$ cat src/rtl/serial_compare_ctrl_if.sv
// Bundle between the bit-serial compare controller and its requester / 1-bit cell.
// slave = controller side, master = requester plus comparator cell side.
interface serial_compare_ctrl_if #(
  parameter int WIDTH = 8
);
  logic             start;
  logic [WIDTH-1:0] a;
  logic [WIDTH-1:0] b;
  logic             bit_a;
  logic             bit_b;
  logic             cas_eq;
  logic             cas_gt;
  logic             cas_lt;
  logic             cell_eq;
  logic             cell_gt;
  logic             cell_lt;
  logic             busy;
  logic             done;
  logic             eq;
  logic             gt;
  logic             lt;
  logic             err;

  modport slave (
    input  start, a, b, cell_eq, cell_gt, cell_lt,
    output bit_a, bit_b, cas_eq, cas_gt, cas_lt, busy, done, eq, gt, lt, err
  );

  modport master (
    output start, a, b, cell_eq, cell_gt, cell_lt,
    input  bit_a, bit_b, cas_eq, cas_gt, cas_lt, busy, done, eq, gt, lt, err
  );
endinterface

$ cat src/rtl/serial_compare_ctrl.sv
// Bit-serial unsigned magnitude comparator controller: feeds operand bits MSB-first
// to an external 1-bit cascade cell and accumulates its {eq,gt,lt} result.
module serial_compare_ctrl #(
  parameter int WIDTH      = 8,
  parameter bit EARLY_EXIT = 1'b1
) (
  input  logic                 clk,
  input  logic                 rst,
  serial_compare_ctrl_if.slave bus
);
  localparam int CW = $clog2(WIDTH + 1);

  typedef enum logic [1:0] {
    IDLE = 2'd0,
    RUN  = 2'd1,
    DONE = 2'd2
  } state_e;

  state_e           state_q;
  logic [WIDTH-1:0] a_q;
  logic [WIDTH-1:0] b_q;
  logic [CW-1:0]    cnt_q;
  logic [2:0]       cas_q;   // {eq, gt, lt}
  logic [2:0]       res_q;   // {eq, gt, lt}
  logic             err_q;

  logic [2:0] cas_d;
  logic       last_bit_d;
  logic       exit_d;

  assign cas_d      = {bus.cell_eq, bus.cell_gt, bus.cell_lt};
  assign last_bit_d = (cnt_q == CW'(1));
  // Once the cascade is no longer equal, later bits cannot change the verdict.
  assign exit_d     = last_bit_d || (EARLY_EXIT && !bus.cell_eq);

  always_ff @(posedge clk) begin
    if (rst) begin
      state_q <= IDLE;
      a_q     <= '0;
      b_q     <= '0;
      cnt_q   <= '0;
      cas_q   <= 3'b100;
      res_q   <= 3'b000;
      err_q   <= 1'b0;
    end else begin
      case (state_q)
        IDLE: begin
          if (bus.start) begin
            a_q     <= bus.a;
            b_q     <= bus.b;
            cas_q   <= 3'b100;
            cnt_q   <= CW'(WIDTH);
            res_q   <= 3'b000;
            err_q   <= 1'b0;
            state_q <= RUN;
          end
        end
        RUN: begin
          cas_q <= cas_d;
          a_q   <= {a_q[WIDTH-2:0], 1'b0};
          b_q   <= {b_q[WIDTH-2:0], 1'b0};
          cnt_q <= cnt_q - CW'(1);
          if (!$onehot(cas_d)) begin
            err_q <= 1'b1;
          end
          if (exit_d) begin
            res_q   <= cas_d;
            state_q <= DONE;
          end
        end
        DONE: begin
          state_q <= IDLE;
        end
        default: begin
          state_q <= IDLE;
        end
      endcase
    end
  end

  logic in_run;
  assign in_run = (state_q == RUN);

  assign bus.bit_a  = in_run & a_q[WIDTH-1];
  assign bus.bit_b  = in_run & b_q[WIDTH-1];
  assign bus.cas_eq = in_run & cas_q[2];
  assign bus.cas_gt = in_run & cas_q[1];
  assign bus.cas_lt = in_run & cas_q[0];
  assign bus.busy   = (state_q != IDLE);
  assign bus.done   = (state_q == DONE);
  assign bus.eq     = res_q[2];
  assign bus.gt     = res_q[1];
  assign bus.lt     = res_q[0];
  assign bus.err    = err_q;
endmodule

$ cat src/flat_wrapper.sv
// flat-port wrapper written by rule: the top's interface ports become plain ports
module serial_compare_ctrl_flat 
#(
  parameter int WIDTH      = 8,
  parameter bit EARLY_EXIT = 1'b1
)
  (clk, rst, bus_start, bus_a, bus_b, bus_cell_eq, bus_cell_gt, bus_cell_lt, bus_bit_a, bus_bit_b, bus_cas_eq, bus_cas_gt, bus_cas_lt, bus_busy, bus_done, bus_eq, bus_gt, bus_lt, bus_err);
  serial_compare_ctrl_if #(.WIDTH(WIDTH)) bus_i ();
  input  logic clk;
  input  logic rst;
  input wire logic [$bits(bus_i.start)-1:0] bus_start;
  input wire logic [$bits(bus_i.a)-1:0] bus_a;
  input wire logic [$bits(bus_i.b)-1:0] bus_b;
  input wire logic [$bits(bus_i.cell_eq)-1:0] bus_cell_eq;
  input wire logic [$bits(bus_i.cell_gt)-1:0] bus_cell_gt;
  input wire logic [$bits(bus_i.cell_lt)-1:0] bus_cell_lt;
  output wire logic [$bits(bus_i.bit_a)-1:0] bus_bit_a;
  output wire logic [$bits(bus_i.bit_b)-1:0] bus_bit_b;
  output wire logic [$bits(bus_i.cas_eq)-1:0] bus_cas_eq;
  output wire logic [$bits(bus_i.cas_gt)-1:0] bus_cas_gt;
  output wire logic [$bits(bus_i.cas_lt)-1:0] bus_cas_lt;
  output wire logic [$bits(bus_i.busy)-1:0] bus_busy;
  output wire logic [$bits(bus_i.done)-1:0] bus_done;
  output wire logic [$bits(bus_i.eq)-1:0] bus_eq;
  output wire logic [$bits(bus_i.gt)-1:0] bus_gt;
  output wire logic [$bits(bus_i.lt)-1:0] bus_lt;
  output wire logic [$bits(bus_i.err)-1:0] bus_err;
  assign bus_i.start = bus_start;
  assign bus_i.a = bus_a;
  assign bus_i.b = bus_b;
  assign bus_i.cell_eq = bus_cell_eq;
  assign bus_i.cell_gt = bus_cell_gt;
  assign bus_i.cell_lt = bus_cell_lt;
  assign bus_bit_a = bus_i.bit_a;
  assign bus_bit_b = bus_i.bit_b;
  assign bus_cas_eq = bus_i.cas_eq;
  assign bus_cas_gt = bus_i.cas_gt;
  assign bus_cas_lt = bus_i.cas_lt;
  assign bus_busy = bus_i.busy;
  assign bus_done = bus_i.done;
  assign bus_eq = bus_i.eq;
  assign bus_gt = bus_i.gt;
  assign bus_lt = bus_i.lt;
  assign bus_err = bus_i.err;
  serial_compare_ctrl #(.WIDTH(WIDTH), .EARLY_EXIT(EARLY_EXIT)) u_core (.clk(clk), .rst(rst), .bus(bus_i));
endmodule
$ cat config.mk
export PLATFORM = sky130hd
export DESIGN_NAME = serial_compare_ctrl_flat
export DESIGN_NICKNAME = d
export VERILOG_FILES = /design/src/rtl/serial_compare_ctrl_if.sv /design/src/rtl/serial_compare_ctrl.sv /design/src/flat_wrapper.sv
export SDC_FILE = /design/constraint.sdc
export NUM_CORES = 1
export LEC_CHECK = 0
export CAP_MARGIN = 0
export CORE_AREA = 4 4 47 80
export CTS_BUF_LIST = sky130_fd_sc_hd__clkbuf_2 sky130_fd_sc_hd__clkbuf_4 sky130_fd_sc_hd__clkbuf_8
export DETAILED_ROUTE_END_ITERATION = 7
export DIE_AREA = 0 0 51 84
export PLACE_DENSITY = 0.76
export SLEW_MARGIN = 30
export SYNTH_ARGS = -nofsm -noshare
export SYNTH_HDL_FRONTEND = slang
export SYNTH_SLANG_ARGS = --single-unit
$ cat constraint.sdc
create_clock -name clk -period 1.2 [get_ports clk]
set_input_delay 0.3 -clock clk [delete_from_list [all_inputs] [get_ports clk]]
set_output_delay 0.3 -clock clk [all_outputs]
set_load 0.01 [all_outputs]
==> results.tsv <==
metric	value	unit
p_total	0.00306	W
hold_path_class	input port to flip-flop	
endpoint_kind	primary output	
fillCellCount	227	
setup_tns	-5.24	ns
synth_top_area_frac	0.419	
drt_iter0_drc	47	
fin_nets	252	
async_flop_share	0	
crit_fanout	5	
mostFrequentLayoutCells	nand2_1 (29), dfxtp_1 (25), buf_6 (24), buf_4 (21), nor2_1 (20)	
yosys_warnings	0	
worstSetupPathType	flip-flop to primary output	
yosys-top-cells-area	dfxtp_1 (42%), nand2_1 (8.4%), a311oi_1 (8.2%)	
yosysUniqueCellTypes	36	
vdd_drop_max	0.000941	V
cts_tree	yes	
tightest_slew	0.350	ns
pin_count	33	
ctsRootBufferMaster	clkbuf_8	
rsz0062_at_grt	true	
n_antenna_cell	0	
grt_usage	0.197	
die_h	84	um
internal_power	0.00214	W
syn_inst	160	
finalHoldViolCount	0	
critPathArrivalTime	1.19	ns
cap_violations	0	
syn_area	1390	um2
grt_max_degree	24	
clk_pin_slew	0.06	ns
clock_latency	0.28	ns
p_switching	0.000916	W
wirelength	4490	um
rows	27	
grt-ovfl-total	0	
first_pass_iters	4	
postRouteAntennaNets	0	
status	finished, violations left	
max_freq	673	MHz
clkSinkCount	29	
comb_power_share	0.354	
dieArea	4280	um2
placed_area	1870	um2
htree_levels	2	
slew_violations	0	
final_util	0.748	
synth_enable_flop_cells	0	
fin_area	2350	um2
ys_ff_latch	29	
grt_pass1_wl	6430	um
leakagePower	0.985	nW
synth.avg_cell_area	8.66	um2
clock_power_share	0.273	
fin_crit_sh	1.24	
setup_viol	33	
seq_power_share	0.373	
cts_buffer_depth	2	
synth_nets	185	
dp_hpwl	2620	um
layout_commonest_cell	nand2_1	
grt_antenna_before_repair	0	
initial_core_util	0.441	
ys.flop_type	dfxtp_1	
swShare	0.299	
die_w	51	um
syn2layout_area_growth	69.7	%
core-area	3140	um2
wire_per_inst	16.6	um
relSlewSlack	0.767	
grt_pass1_vias	1409	
powerDensity	1300	nW/um2
violations	negative setup slack	
skew	0.00654	ns
worst_ep_required_time	0.90	ns
viasPerCell	5.37	
yosys.area.top_type	dfxtp_1	
port_buffers	32	
numCtsBuffers	5	
drc	0	
setup_ws	-0.286	ns
vias	1451	
worst_setup_path_start_kind	flip-flop	
cts_hold_buf	0	
place.gp.congestion	0.805	
post-route-min-period	1.49	ns
drive_gt1_frac	0.471	
synth_seq_area_share	0.419	
==> critical path: stages, from the launching register on <==
cell and delay [ns]:
dfxtp_2 0.33, and2b_1 0.20, buf_6 0.13, and2_4 0.13, buf_6 0.11
==> power by group through the flow <==
| stage | Combinational (W) | Clock (W) | Sequential (W) |
|---|---|---|---|
| 5_1_grt | 0.00116 | 0.000906 | 0.00115 |
| 6_report | 0.00108 | 0.000835 | 0.00114 |
| 3_5_place_dp | 0.000724 | 0 | 0.00115 |
| 2_1_floorplan | 0.000443 | 0 | 0.00114 |
| 3_3_place_gp | 0.000694 | 0 | 0.00114 |
| 4_1_cts | 0.000860 | 0.000838 | 0.00113 |
==> synth_stat cells (all sizes together), types with 2 or more instances <==
| cell type | count |
|---|---|
| nand2 | 31 |
| dfxtp | 29 |
| nor2 | 21 |
| a311oi | 14 |
| buf | 10 |
| inv | 7 |
| and2 | 5 |
| a211oi | 4 |
| a21oi | 4 |
| nand2b | 4 |
| clkbuf | 3 |
| mux2i | 3 |
| a22oi | 2 |
| ha | 2 |
| nand3 | 2 |
| or3 | 2 |
==> stage by stage <==
stage	hold slack [ns]	setup WS, ns	std cells
2_1_floorplan	0.399	-0.0975	160
4_1_cts	0.463	-0.278	259
3_3_place_gp	0.441	-0.551	247
3_5_place_dp	0.454	-0.592	247
6_report	0.425	-0.286	270
5_1_grt	0.411	-0.333	270
==> area by class of cell <==
type	count	area, um2	share of cell area
multi-input combinational	111	876	0.373
timing repair buffer	73	714	0.304
sequential	29	588	0.250
clock buffer	7	90.1	0.0383
tap	43	53.8	0.0229
inverter	7	28.8	0.0122
==> final timing paths <==
path / slack [ns] / from / to / depth (start not counted)
max reg2reg: -0.26 / u_core.cnt_q[1] / u_core.res_q[0] / 5
min: 0.42 / bus_cell_eq / u_core.state_q[1] / 3
min reg2reg: 0.48 / u_core.res_q[1] / u_core.res_q[1] / 2
max: -0.29 / u_core.state_q[1] / bus_cas_eq / 4
==> sequential cells by signal, indices dropped and copies added, names as in the netlist <==
name / flops
u_core.res_q: 3
u_core.a_q: 8
u_core.bus.err: 1
u_core.cas_q: 3
u_core.state_q: 2
u_core.b_q: 8
u_core.cnt_q: 4
==> cell families (layout without fill, tap and decap cells) <==
kind of cell	Yosys count	count (layout)	share of synthesized area
buf+inv	20	87	0.0867
compound gates	32	32	0.200
simple gates	73	73	0.240
mux	3	3	0.0217
fa+ha+maj	3	3	0.0325
flops	29	29	0.419
==> routing by layer <==
| metal | share of wire | vias up | global-route usage |
|---|---|---|---|
| met3 | 0.053 | 17 | 0.0483 |
| met1 | 0.36 | 695 | 0.194 |
| met5 | 0 | - | 0 |
| met4 | 0.042 | 0 | 0.0956 |
| met2 | 0.54 | 57 | 0.364 |
| li1 | - | 682 | - |
==> what timing repair did <==
action                                  CTS  global route
pin swaps                                13            16
endpoints found under the setup margin   39            38
hold endpoints to repair                  0             0
buffers inserted                          6            14
cloned                                    0             1
gates resized for setup                  78            44
Note: power is estimated with default switching activity, not from simulation.
